**src/rtl/hazard_pkg.sv**
```systemverilog
// ============================================================================
// Module  : hazard_pkg
// Brief   : Shared types and constants for the pipeline hazard controller.
// Rev     : 1.0  initial release
// ============================================================================
`default_nettype none

package hazard_pkg;

  typedef enum logic [1:0] {
    RUN      = 2'd0,
    LU_STALL = 2'd1,
    MEM_WAIT = 2'd2
  } hz_state_t;

  localparam logic [4:0] REG_X0 = 5'd0;

  // Forwarding-mux selects, shared with the forwarding unit.
  localparam logic [1:0] FWD_NONE = 2'b00;
  localparam logic [1:0] FWD_WB   = 2'b01;
  localparam logic [1:0] FWD_MEM  = 2'b10;

  typedef struct packed {
    logic pc_stall;
    logic ifid_stall;
    logic ifid_flush;
    logic idex_stall;
    logic idex_flush;
    logic exmem_stall;
    logic memwb_flush;
  } hz_ctrl_t;

  localparam hz_ctrl_t CTRL_NONE = 7'b000_0000;
  localparam hz_ctrl_t CTRL_LU   = 7'b110_0100;
  localparam hz_ctrl_t CTRL_BR   = 7'b001_0100;
  localparam hz_ctrl_t CTRL_MW   = 7'b110_1011;

endpackage

`default_nettype wire

```
**src/rtl/hazard_control_unit_if.sv**
```systemverilog
// ============================================================================
// Module  : hazard_control_unit_if
// Brief   : Pipeline-side signal bundle of the hazard controller.
//           HAZARD_PERF_CNT_EN adds the performance-counter outputs.
// Rev     : 1.0  initial release
// ============================================================================
`default_nettype none

interface hazard_control_unit_if;

  logic [4:0] id_rs1;
  logic [4:0] id_rs2;
  logic       id_uses_rs1;
  logic       id_uses_rs2;
  logic [4:0] ex_rd;
  logic       ex_mem_read;
  logic       ex_branch_taken;
  logic       mem_req;
  logic       mem_ready;

  logic       pc_stall;
  logic       ifid_stall;
  logic       ifid_flush;
  logic       idex_stall;
  logic       idex_flush;
  logic       exmem_stall;
  logic       memwb_flush;

`ifdef HAZARD_PERF_CNT_EN
  logic [31:0] perf_stall_cycles;
  logic [31:0] perf_flushes;
  logic [31:0] perf_mem_wait_cycles;

  modport master (
    output id_rs1, id_rs2, id_uses_rs1, id_uses_rs2, ex_rd, ex_mem_read,
           ex_branch_taken, mem_req, mem_ready,
    input  pc_stall, ifid_stall, ifid_flush, idex_stall, idex_flush,
           exmem_stall, memwb_flush,
           perf_stall_cycles, perf_flushes, perf_mem_wait_cycles
  );

  modport slave (
    input  id_rs1, id_rs2, id_uses_rs1, id_uses_rs2, ex_rd, ex_mem_read,
           ex_branch_taken, mem_req, mem_ready,
    output pc_stall, ifid_stall, ifid_flush, idex_stall, idex_flush,
           exmem_stall, memwb_flush,
           perf_stall_cycles, perf_flushes, perf_mem_wait_cycles
  );
`else
  modport master (
    output id_rs1, id_rs2, id_uses_rs1, id_uses_rs2, ex_rd, ex_mem_read,
           ex_branch_taken, mem_req, mem_ready,
    input  pc_stall, ifid_stall, ifid_flush, idex_stall, idex_flush,
           exmem_stall, memwb_flush
  );

  modport slave (
    input  id_rs1, id_rs2, id_uses_rs1, id_uses_rs2, ex_rd, ex_mem_read,
           ex_branch_taken, mem_req, mem_ready,
    output pc_stall, ifid_stall, ifid_flush, idex_stall, idex_flush,
           exmem_stall, memwb_flush
  );
`endif

endinterface

`default_nettype wire

```
**src/rtl/hazard_perf_counters.sv**
```systemverilog
// ============================================================================
// Module  : hazard_perf_counters
// Brief   : Free-running 32-bit event counters for stall/flush/mem-wait cycles.
// Rev     : 1.0  initial release
// ============================================================================
`default_nettype none

module hazard_perf_counters (
  input  logic        clk,
  input  logic        rst_n,
  input  logic        stall_ev_i,
  input  logic        flush_ev_i,
  input  logic        mem_ev_i,
  output logic [31:0] stall_cnt_o,
  output logic [31:0] flush_cnt_o,
  output logic [31:0] mem_cnt_o
);

  logic [31:0] stall_cnt_q;
  logic [31:0] flush_cnt_q;
  logic [31:0] mem_cnt_q;

  // Counters wrap naturally at 2^32.
  always_ff @(posedge clk or negedge rst_n) begin
    if (!rst_n) begin
      stall_cnt_q <= '0;
      flush_cnt_q <= '0;
      mem_cnt_q   <= '0;
    end else begin
      if (stall_ev_i) stall_cnt_q <= stall_cnt_q + 32'd1;
      if (flush_ev_i) flush_cnt_q <= flush_cnt_q + 32'd1;
      if (mem_ev_i)   mem_cnt_q   <= mem_cnt_q + 32'd1;
    end
  end

  assign stall_cnt_o = stall_cnt_q;
  assign flush_cnt_o = flush_cnt_q;
  assign mem_cnt_o   = mem_cnt_q;

endmodule

`default_nettype wire

```
**src/rtl/hazard_control_unit.sv**
```systemverilog
// ============================================================================
// Module  : hazard_control_unit
// Brief   : Stall/flush/bubble sequencer for the 5-stage pipeline (load-use,
//           taken branch, data-memory wait). HAZARD_PERF_CNT_EN adds counters.
// Rev     : 1.0  initial release
// ============================================================================
`default_nettype none

module hazard_control_unit
  import hazard_pkg::*;
#(
  parameter int LOAD_LATENCY = 1,
  parameter int CNT_W        = 3
) (
  input  logic                  clk,
  input  logic                  rst_n,
  hazard_control_unit_if.slave  hz
);

  if (LOAD_LATENCY < 1 || LOAD_LATENCY > 7 || LOAD_LATENCY >= (1 << CNT_W)) begin : g_param_chk
    $error("hazard_control_unit: LOAD_LATENCY out of range for CNT_W");
  end

  hz_state_t        state_q, state_d;
  logic [CNT_W-1:0] cnt_q, cnt_d;
  hz_ctrl_t         ctrl;
  logic             lu;
  logic             mw;
  logic             rs1_hit;
  logic             rs2_hit;

  assign rs1_hit = (hz.ex_rd == hz.id_rs1) && hz.id_uses_rs1;
  assign rs2_hit = (hz.ex_rd == hz.id_rs2) && hz.id_uses_rs2;
  assign lu      = hz.ex_mem_read && (hz.ex_rd != REG_X0) && (rs1_hit || rs2_hit);
  assign mw      = hz.mem_req && !hz.mem_ready;

  always_comb begin
    ctrl    = CTRL_NONE;
    state_d = state_q;
    cnt_d   = cnt_q;
    case (state_q)
      RUN: begin
        if (mw) begin
          ctrl    = CTRL_MW;
          state_d = MEM_WAIT;
        end else if (hz.ex_branch_taken) begin
          ctrl = CTRL_BR;
        end else if (lu) begin
          ctrl = CTRL_LU;
          if (LOAD_LATENCY > 1) begin
            state_d = LU_STALL;
            cnt_d   = CNT_W'(LOAD_LATENCY - 1);
          end
        end
      end
      LU_STALL: begin
        // A memory wait freezes the remaining bubble count until release.
        if (mw) begin
          ctrl    = CTRL_MW;
          state_d = MEM_WAIT;
        end else begin
          ctrl  = CTRL_LU;
          cnt_d = cnt_q - CNT_W'(1);
          if (cnt_q == CNT_W'(1)) state_d = RUN;
        end
      end
      MEM_WAIT: begin
        if (!hz.mem_ready) begin
          ctrl = CTRL_MW;
        end else begin
          state_d = (cnt_q != '0) ? LU_STALL : RUN;
        end
      end
      default: begin
        state_d = RUN;
        cnt_d   = '0;
      end
    endcase
    if (!rst_n) ctrl = CTRL_NONE;
  end

  always_ff @(posedge clk or negedge rst_n) begin
    if (!rst_n) begin
      state_q <= RUN;
      cnt_q   <= '0;
    end else begin
      state_q <= state_d;
      cnt_q   <= cnt_d;
    end
  end

  assign hz.pc_stall    = ctrl.pc_stall;
  assign hz.ifid_stall  = ctrl.ifid_stall;
  assign hz.ifid_flush  = ctrl.ifid_flush;
  assign hz.idex_stall  = ctrl.idex_stall;
  assign hz.idex_flush  = ctrl.idex_flush;
  assign hz.exmem_stall = ctrl.exmem_stall;
  assign hz.memwb_flush = ctrl.memwb_flush;

`ifdef HAZARD_PERF_CNT_EN
  // Only load-use stalls hold PC without freezing EX/MEM.
  logic stall_ev;
  logic flush_ev;
  logic mem_ev;

  assign stall_ev = ctrl.pc_stall && !ctrl.exmem_stall;
  assign flush_ev = ctrl.ifid_flush;
  assign mem_ev   = ctrl.exmem_stall;

  hazard_perf_counters u_perf (
    .clk         (clk),
    .rst_n       (rst_n),
    .stall_ev_i  (stall_ev),
    .flush_ev_i  (flush_ev),
    .mem_ev_i    (mem_ev),
    .stall_cnt_o (hz.perf_stall_cycles),
    .flush_cnt_o (hz.perf_flushes),
    .mem_cnt_o   (hz.perf_mem_wait_cycles)
  );
`endif

endmodule

`default_nettype wire

```
**src/flat_wrapper.sv**
```systemverilog
// flat-port wrapper written by rule: the top's interface ports become plain ports
module hazard_control_unit_flat import hazard_pkg::*;
#(
  parameter int LOAD_LATENCY = 1,
  parameter int CNT_W        = 3
)
  (clk, rst_n, hz_id_rs1, hz_id_rs2, hz_id_uses_rs1, hz_id_uses_rs2, hz_ex_rd, hz_ex_mem_read, hz_ex_branch_taken, hz_mem_req, hz_mem_ready, hz_pc_stall, hz_ifid_stall, hz_ifid_flush, hz_idex_stall, hz_idex_flush, hz_exmem_stall, hz_memwb_flush);
  hazard_control_unit_if hz_i ();
  input  logic clk;
  input  logic rst_n;
  input wire logic [$bits(hz_i.id_rs1)-1:0] hz_id_rs1;
  input wire logic [$bits(hz_i.id_rs2)-1:0] hz_id_rs2;
  input wire logic [$bits(hz_i.id_uses_rs1)-1:0] hz_id_uses_rs1;
  input wire logic [$bits(hz_i.id_uses_rs2)-1:0] hz_id_uses_rs2;
  input wire logic [$bits(hz_i.ex_rd)-1:0] hz_ex_rd;
  input wire logic [$bits(hz_i.ex_mem_read)-1:0] hz_ex_mem_read;
  input wire logic [$bits(hz_i.ex_branch_taken)-1:0] hz_ex_branch_taken;
  input wire logic [$bits(hz_i.mem_req)-1:0] hz_mem_req;
  input wire logic [$bits(hz_i.mem_ready)-1:0] hz_mem_ready;
  output wire logic [$bits(hz_i.pc_stall)-1:0] hz_pc_stall;
  output wire logic [$bits(hz_i.ifid_stall)-1:0] hz_ifid_stall;
  output wire logic [$bits(hz_i.ifid_flush)-1:0] hz_ifid_flush;
  output wire logic [$bits(hz_i.idex_stall)-1:0] hz_idex_stall;
  output wire logic [$bits(hz_i.idex_flush)-1:0] hz_idex_flush;
  output wire logic [$bits(hz_i.exmem_stall)-1:0] hz_exmem_stall;
  output wire logic [$bits(hz_i.memwb_flush)-1:0] hz_memwb_flush;
  assign hz_i.id_rs1 = hz_id_rs1;
  assign hz_i.id_rs2 = hz_id_rs2;
  assign hz_i.id_uses_rs1 = hz_id_uses_rs1;
  assign hz_i.id_uses_rs2 = hz_id_uses_rs2;
  assign hz_i.ex_rd = hz_ex_rd;
  assign hz_i.ex_mem_read = hz_ex_mem_read;
  assign hz_i.ex_branch_taken = hz_ex_branch_taken;
  assign hz_i.mem_req = hz_mem_req;
  assign hz_i.mem_ready = hz_mem_ready;
  assign hz_pc_stall = hz_i.pc_stall;
  assign hz_ifid_stall = hz_i.ifid_stall;
  assign hz_ifid_flush = hz_i.ifid_flush;
  assign hz_idex_stall = hz_i.idex_stall;
  assign hz_idex_flush = hz_i.idex_flush;
  assign hz_exmem_stall = hz_i.exmem_stall;
  assign hz_memwb_flush = hz_i.memwb_flush;
  hazard_control_unit #(.LOAD_LATENCY(LOAD_LATENCY), .CNT_W(CNT_W)) u_core (.clk(clk), .rst_n(rst_n), .hz(hz_i));
endmodule
```
**config.mk**
```make
export PLATFORM = sky130hd
export DESIGN_NAME = hazard_control_unit_flat
export DESIGN_NICKNAME = d
export VERILOG_FILES = /design/src/rtl/hazard_pkg.sv /design/src/rtl/hazard_control_unit_if.sv /design/src/rtl/hazard_perf_counters.sv /design/src/rtl/hazard_control_unit.sv /design/src/flat_wrapper.sv
export SDC_FILE = /design/constraint.sdc
export NUM_CORES = 1
export LEC_CHECK = 0
export CAP_MARGIN = 30
export CELL_PAD_IN_SITES_DETAIL_PLACEMENT = 0
export CELL_PAD_IN_SITES_GLOBAL_PLACEMENT = 2
export CORE_ASPECT_RATIO = 0.75
export CORE_MARGIN = 5
export CORE_UTILIZATION = 21
export CTS_BUF_LIST = sky130_fd_sc_hd__clkbuf_8
export DETAILED_ROUTE_END_ITERATION = 12
export PLACE_DENSITY_LB_ADDON = 0.1
export SLEW_MARGIN = 20
export SYNTH_ARGS = -nofsm -noshare
export SYNTH_HDL_FRONTEND = slang
export SYNTH_HIERARCHICAL = 1
export SYNTH_SLANG_ARGS = --single-unit
```
**constraint.sdc**
```tcl
create_clock -name clk -period 3.4 [get_ports clk]
set_clock_uncertainty 0.15 [all_clocks]
set_input_delay 0.68 -clock clk [delete_from_list [all_inputs] [get_ports clk]]
set_output_delay 0.68 -clock clk [all_outputs]
set_load 0.05 [all_outputs]
```
==> Word-level counts from Yosys, hierarchy flattened <==
Index checks and enable logic that the tools add are counted.
{ "classes": {"reduce_logical": 13, "eq_ne": 9, "mux": 15, "n_addsub": 1, "bitwise_logic": 1} }
{ "op_table": {"columns": ["cell", "count"], "rows": [
  ["$mux 7", 5],
  ["$pmux 7 s3", 1],
  ["$eq 5x5->1", 2],
  ["$mux 2", 4],
  ["$pmux 2 s3", 1],
  ["$pmux 3 s2", 1],
  ["$logic_and 1x1->1", 5],
  ["$reduce_bool 5->1", 1],
  ["$mux 4", 1],
  ["$ne 2x2->1 const B", 2],
  ["$eq 3x1->1 const B", 1],
  ["$mux 3", 1],
  ["$ne 3x1->1 const B", 1],
  ["$reduce_and 3->1", 1],
  ["$reduce_bool 3->1", 1],
  ["$sub 3x1->3 const B", 1],
  ["$eq 2x1->1 const B", 1],
  ["$eq 2x2->1 const B", 1],
  ["$logic_not 2->1", 1],
  ["$ne 2x1->1 const B", 1],
  ["$reduce_and 2->1", 1],
  ["$reduce_or 2->1", 1],
  ["$logic_not 1->1", 1],
  ["$logic_or 1x1->1", 1],
  ["2 further kinds", 2]
]} }
{ "totals": {"output_inout_bits": 7, "in_bits": 23, "ff_bits": 5} }

==> Longest topological paths before layout <==
Gate-level depths: netlist of the first run.
{ "depth": {"depth_word": 9, "depth_mapped": 5, "mapped_depth_nobuf": 5} }

==> Worst setup path after synthesis of the first run <==
No wires, ideal clock.
{ "synth_timing": {"path_kind": "input-to-output", "startpoint": "input hz_ex_rd[3]", "endpoint": "output hz_pc_stall", "path_buffers": 1, "path_stages": 5, "slack_ps": -323, "t_arrival_ps": 2893, "cell_sequence": "xor2_1 -> nor4_2 -> a32oi_1 -> o31ai_1 -> buf_4"} }
{ "synth_between": {"elab_chain_len": 9, "word_cells_on_any_way": 13, "cone_classes": "eq/ne (2); mux (5); reduce/logical (6)"} }
{ "synth_rtl": {"columns": ["element", "line", "text"], "rows": [
  ["start: declaration", "flat_wrapper.sv:15", "input wire logic [$bits(hz_i.ex_rd)-1:0] hz_ex_rd;"],
  ["$eq 5x5->1, on equally long branches", "hazard_control_unit.sv:32, hazard_control_unit.sv:33", null],
  ["$logic_and 1x1->1, on equally long branches", "hazard_control_unit.sv:32, hazard_control_unit.sv:33", null],
  ["$logic_or 1x1->1", "hazard_control_unit.sv:34", "assign lu = hz.ex_mem_read && (hz.ex_rd != REG_X0) && (rs1_hit || rs2_hit);"],
  ["$logic_and 1x1->1 *", "hazard_control_unit.sv:34", null],
  ["$mux 7 *", "hazard_control_unit.sv:48", "end else if (lu) begin"],
  ["$mux 7 *", "hazard_control_unit.sv:46", "end else if (hz.ex_branch_taken) begin"],
  ["$mux 7 *", "hazard_control_unit.sv:43", "if (mw) begin"],
  ["$pmux 7 s3 *", "hazard_control_unit.sv:41", "case (state_q)"],
  ["$mux 7 *", "hazard_control_unit.sv:79", "if (!rst_n) ctrl = CTRL_NONE;"],
  ["end: declaration", "flat_wrapper.sv:20", "output wire logic [$bits(hz_i.pc_stall)-1:0] hz_pc_stall;"]
]} }
Every way passes the cells marked *; elsewhere a longest branch is shown, timed or not.

==> Worst setup path in the final report of the first run <==
{ "layout_timing": {"startpoint": "input hz_ex_rd[0]", "endpoint": "output hz_ifid_stall"} }
{ "layout_between": {"elab_chain_len": 9, "word_cells_on_any_way": 13, "cone_classes": "eq/ne (2); mux (5); reduce/logical (6)"} }
{ "layout_rtl": {"columns": ["element", "line", "text"], "rows": [
  ["$eq 5x5->1, on equally long branches", "hazard_control_unit.sv:32, hazard_control_unit.sv:33", null],
  ["$logic_and 1x1->1, on equally long branches", "hazard_control_unit.sv:32, hazard_control_unit.sv:33", null],
  ["$logic_or 1x1->1", "hazard_control_unit.sv:34", null],
  ["$logic_and 1x1->1 *", "hazard_control_unit.sv:34", null],
  ["$mux 7 *", "hazard_control_unit.sv:48", null],
  ["$mux 7 *", "hazard_control_unit.sv:46", null],
  ["$mux 7 *", "hazard_control_unit.sv:43", null],
  ["$pmux 7 s3 *", "hazard_control_unit.sv:41", null],
  ["$mux 7 *", "hazard_control_unit.sv:79", null],
  ["end: declaration", "flat_wrapper.sv:21", "output wire logic [$bits(hz_i.ifid_stall)-1:0] hz_ifid_stall;"]
]} }
Marks and branches as above.

==> summary.md, run 1 <==
| Metric | Value |
|---|---|
| Status | complete, no violations |
| Max cap viols | 0 |
| Total die area | 3434 um2 |
| Diodes inserted | 0 |
| Non-Filler Instances | ~130 |
| Util after Layout | approximately 40% |
| Fraction of layout cells with a size suffix above 1 | roughly 16% |
| Hold Path Origin | u_core/cnt_q[1] |
| Root Buffer | clkbuf_8 |
| Reg2reg setup slack | approximately 2100 ps |
| Wirelength per Cell | around 12 um |
| Mapped Nets | 86 |
| WP data arrival | 2420 ps |
| Clk Latency, worst-skew pair | 220 ps |
| Kind of critical path | input port to output pin |
| Reg2reg path depth | 5 |
| Worst slew margin | about 68% |
| Syn Area/Cell | about 8 um2 |
| Routed Antenna Nets | 0 |
| Hpwl dp | between 1 and 1.5 mm |
| Initial Utilization | between 20% and 30% |
| TritonCTS Buffers | 3 |
| I/O pin count | 30 |
| LEAKAGE | about 0.37 nW |
| Crit. End Element | output pin |
| Unique cell type count in the Yosys netlist | 25 |
| Drt pass-1 iters | 4 |
| Post-synthesis sequential area ratio | between 20% and 30% |
| Area growth from synthesis to layout | 85.32% |
| Setup crit end | hz_ifid_stall |
| Crit Path Max Fanout | 3 |
| Fin nets | around 120 |
| Fin Setup TNS | 0 ps |
| Port Buf Inserts | 29 |
| Worst R2R End | u_core/cnt_q[2] |
| Class of the worst hold path | flip-flop to flip-flop |
| Post-route clock period utilization | between 90% and 100% |
| RSZ-0062 raised after global routing | no |
| Die width | around 66 um |
| # setup viols final | 0 |
| Die H | 52.02 um |
| Ys Warns | 6 |
| Most common cell after layout, fill and taps aside | clkdlybuf4s50_1 |
| First-pass GRT wire length | about 2.3 mm |
| Vias per Instance | 4.071 |
| Clk sinks | 5 |
| Hold Buf Count CTS | 0 |
| Worst r2r src | u_core/cnt_q[0] |
| Largest net degree at the start of global routing | 9 |
| Multi-input logic area | roughly 350 um2 |
| Via count | between 500 and 600 |
| Most frequent cells in the layout | 22 x clkdlybuf4s50_1, 8 x xor2_1, 6 x o21ai_0 |
| CTS max path bufs | 2 |
| Synthesized cell area | between 400 and 500 um2 |
| Initial DRC count | 13 |
| Vias in the first global route | around 500 |
| CTS-repair resized insts | 0 |
| Worst Setup SP | hz_ex_rd[0] |
| CP required | 2570 ps |
| Residual DRC | 0 |
| Post-CTS Setup Inserts | 0 |
| Post-Synthesis Cells | 60 |
| Min Tclk post-route | between 3000 and 4000 ps |
| Final Hold Fails | 0 |
| GPL Wtd Cong | 0.7058 |
| WL final | ~1.5 mm |
| Std cell rows | 15 |
| Final Cell Area | about 900 um2 |
| Register area | 125.1 um2 |
| Peak VDD IR | between 0.0002 and 0.00025 V |
| GRT Total Usage | 9.132% |
| Fillers | 227 |
| TritonCTS clock tree | yes |
| Peak Freq | slightly above 300 MHz |
| Core area | approximately 2300 um2 |
| Worst Tran Pin Value | approximately 470 ps |
| Post-synthesis register bit count | 5 |
| Post-placement cell count | between 100 and 150 |
| Clock-pin slew on the worst setup and hold paths | around 40 ps |
| PwrDens | roughly 460 nW/um2 |
| Crit start category | input port |
| Antenna violations before repair | 0 |
| GR Overflow Total | 0 |
| Placed Area | ~860 um2 |
| Max-slew violations | 0 |
| H-Tree Depth | 1 |
-- flip-flops by register name, summed over array words and instances, names as in the netlist --
register and count:
u_core/cnt_q 3, u_core/state_q 2
-- stage by stage --
| step | setup slack [ps] | total power [mW] | hold slack [ps] |
|---|---|---|---|
| 3_3_place_gp | 102.5 | 0.3075 | 327.8 |
| 2_1_floorplan | 105.1 | 0.2201 | 234.4 |
| 4_1_cts | 88.36 | 0.4212 | 340.1 |
| 6_report | 146.3 | 0.4181 | 345.3 |
| 3_5_place_dp | 88.36 | 0.3067 | 331.7 |
| 5_1_grt | 41.43 | 0.4514 | 397.6 |
-- metal layers --
| metal | GRT usage (%) | vias up | wire, um |
|---|---|---|---|
| li1 | - | 269 | - |
| met1 | 13.31 | 224 | 757 |
| met2 | 11.15 | 20 | 640 |
| met3 | 5.184 | 0 | 120 |
| met4 | 2.027 | 0 | 0 |
| met5 | 0 | - | 0 |
-- area by class of cell --
class	instances	area share, %
Timing Repair Buffer	31	36.89
Clock inverter	1	0.4098
Sequential cell	5	13.66
Tap cell	34	4.645
Inverter	4	1.639
Multi-Input combinational cell	48	38.25
Clock buffer	3	4.508
-- worst min path at each step --
stage,endpoint,slack (ps),cells past startpoint
2_1_floorplan,u_core/cnt_q[0],230,0
3_3_place_gp,u_core/cnt_q[1],330,2
3_5_place_dp,u_core/cnt_q[1],330,2
4_1_cts,u_core/cnt_q[1],340,2
5_1_grt,u_core/cnt_q[2],400,1
6_report,u_core/cnt_q[1],350,2
-- synthesized netlist by cell type --
library cell / instances / area share [%]
a21oi_1: 4 / 4.1
a32oi_1: 1 / 1.8
and2_0: 1 / 1.3
and2_1: 1 / 1.3
buf_4: 3 / 4.6
dfrtp_1: 5 / 25
ha_1: 3 / 7.6
inv_1: 4 / 3.0
nand2_1: 3 / 2.3
nand2b_1: 3 / 3.8
nand3_1: 1 / 1.0
nand3b_1: 1 / 1.5
nor2_1: 4 / 3.0
nor2b_1: 1 / 1.3
nor3b_1: 1 / 1.5
nor4_1: 1 / 1.3
nor4_2: 1 / 2.5
o21ai_0: 6 / 6.1
o21bai_1: 1 / 1.5
o22ai_1: 1 / 1.3
o2bb2ai_1: 1 / 1.8
o31ai_1: 2 / 3.0
or4_1: 1 / 1.5
xnor2_1: 2 / 3.5
xor2_1: 8 / 14
-- worst max-delay path: stages --
cell	delay [ps]
clkdlybuf4s50_1	460
or4_1	540
o21ai_0	410
o31ai_4	160
buf_12	180
-- cell families after synthesis --
kind of cell / share of synthesized area (%)
XOR/XNOR: 17.72
AND/OR/NAND/NOR: 22.28
buffers and inverters: 7.594
flip-flops: 25.32
adder cells (fa/ha/maj): 7.596
AO/OA/AOI/OAI: 19.50
-- power by group --
part	internal [mW]	switching, mW
Clock	0.0777	0.0329
Sequential	0.0827	0.0206
Combinational	0.0967	0.107
Total	0.257	0.161
Note: power is estimated with default switching activity, not from simulation.
==> inputs of run 2 (changes only) <==
Settings changed: RECOVER_POWER set to 50, REMOVE_ABC_BUFFERS set to 1.
==> summary.md, run 2 (same netlist as run 1, synthesis figures left out) <==
| Metric | Value |
|---|---|
| Status | complete, no violations |
| GPL Wtd Cong | 0.7494 |
| Hpwl dp | 1.293 mm |
| Hold Path Origin | u_core/cnt_q[1] |
| Area growth from synthesis to layout | 82.78% |
| Placed Area | 852.1 um2 |
| I/O pin count | 30 |
| Class of the worst hold path | flip-flop to flip-flop |
| Crit Path Max Fanout | 3 |
| Peak Freq | between 300 and 400 MHz |
| Biggest register | u_core/cnt_q |
| First-pass GRT wire length | ~2.3 mm |
| TritonCTS Buffers | 3 |
| Diodes inserted | 0 |
| Reg2reg setup slack | 2080 ps |
| Post-route clock period utilization | between 90% and 100% |
| Fraction of layout cells with a size suffix above 1 | between 15 and 20% |
| Initial Utilization | 21.76% |
| Worst Hold Depth | 2 |
| Worst Tran Pin Value | approximately 440 ps |
| Drt pass-1 iters | 4 |
| Residual DRC | 0 |
| Post-place setup slack | -94.65 ps |
| Max cap viols | 0 |
| Largest regs | u_core/cnt_q: 3 flops, u_core/state_q: 2 flops |
| Final Hold Fails | 0 |
| Wirelength per Cell | around 12 um |
| Largest net degree at the start of global routing | 9 |
| Clk sinks | 5 |
| Routed Antenna Nets | 0 |
| TritonCTS clock tree | yes |
| Most common cell after layout, fill and taps aside | clkdlybuf4s50_1 |
| Port Buf Inserts | 29 |
| Min Tclk post-route | ~3300 ps |
| WL final | 1.533 mm |
| Worst Setup SP | hz_ex_rd[3] |
| Worst slew margin | a little over two thirds |
| Crit. End Element | output pin |
| Clock-pin slew on the worst setup and hold paths | 40 ps |
| # setup viols final | 0 |
| Largest register FFs | 3 |
| Non-Filler Instances | around 130 |
| Root Buffer | clkbuf_8 |
| Tot Pwr | around 420 uW |
| Max-slew violations | 0 |
| Reg2reg path depth | 5 |
| Vias per Instance | ~4.3 |
| Initial DRC count | 42 |
| Util after Layout | about 40% |
| CTS-repair resized insts | 1 |
| Final Cell Area | about 900 um2 |
| Worst hold slack | 349.4 ps |
| Antenna violations before repair | 0 |
| Peak VDD IR | 0.0003234 V |
| Crit start category | input port |
| Clk Latency, worst-skew pair | 220 ps |
| H-Tree Depth | 1 |
| WP data arrival | 2460 ps |
| Kind of critical path | input port to output pin |
| Hold Buf Count CTS | 0 |
| Fin nets | between 100 and 150 |
| Multi-input logic area | approximately 340 um2 |
| Die width | 66.02 um |
| CP required | roughly 2600 ps |
| Vias in the first global route | a little over 500 |
| CTS max path bufs | 2 |
| Post-placement cell count | 122 |
| Via count | approximately 550 |
| Fin Setup TNS | 0 ps |
| PwrDens | approximately 460 nW/um2 |
| GR Overflow Total | 0 |
| RSZ-0062 raised after global routing | no |
| Worst r2r src | u_core/cnt_q[0] |
| Fillers | roughly 220 |
| Die H | approximately 52 um |
| Register area | between 100 and 150 um2 |
| Most frequent cells in the layout | 19 x clkdlybuf4s50_1, 8 x xor2_1, 6 x o21ai_0 |
| Total die area | 3434 um2 |
| Std cell rows | 15 |
| GRT Total Usage | 9.045% |
| Post-CTS Setup Inserts | 0 |
| Final setup margin | ~110 ps |
| Core area | roughly 2300 um2 |
| LEAKAGE | approximately 0.37 nW |
## run 2: changes by cell type in the layout (fill, tap and decap cells not counted), sizes merged
| cell | change |
|---|---|
| clkbuf | +1 |
| clkdlybuf4s50 | -3 |
| buf | -1 |
| dlygate4sd3 | +3 |
## run 2: path summary, 6_finish.rpt
check / end
max in group asynchronous: u_core/cnt_q[0]
worst max-delay path: hz_ifid_stall
worst min-delay path: u_core/cnt_q[1]
min in group asynchronous: u_core/state_q[1]
worst max register to register: u_core/cnt_q[2]
worst min register to register: u_core/cnt_q[1]
## run 2: layout make-up
type	count	share of cell area (%)
Clock buffer	3	4.571
Clock inverter	1	0.4155
Inverter	4	1.662
Multi-Input combinational cell	48	37.81
Sequential cell	5	13.85
Tap cell	34	4.709
Timing Repair Buffer	31	36.98
## run 2: critical path, cell delays in order
cell	delay [ps]
clkdlybuf4s50_1	470
xor2_1	190
nor4_2	280
a32oi_1	170
o31ai_2	470
buf_12	200
## run 2: report_power, final
part	switching, mW	internal (mW)
clock	0.0311	0.0776
combinational	0.108	0.0940
sequential	0.0241	0.0827
## run 2: per-layer routing
layer / vias to the layer above / share of wire (%) / track usage [%]
met5: - / 0 / 0
met4: 0 / 0.52 / 2.027
met3: 2 / 9.6 / 4.536
met2: 23 / 44 / 11.65
met1: 249 / 46 / 13.07
li1: 273 / - / -
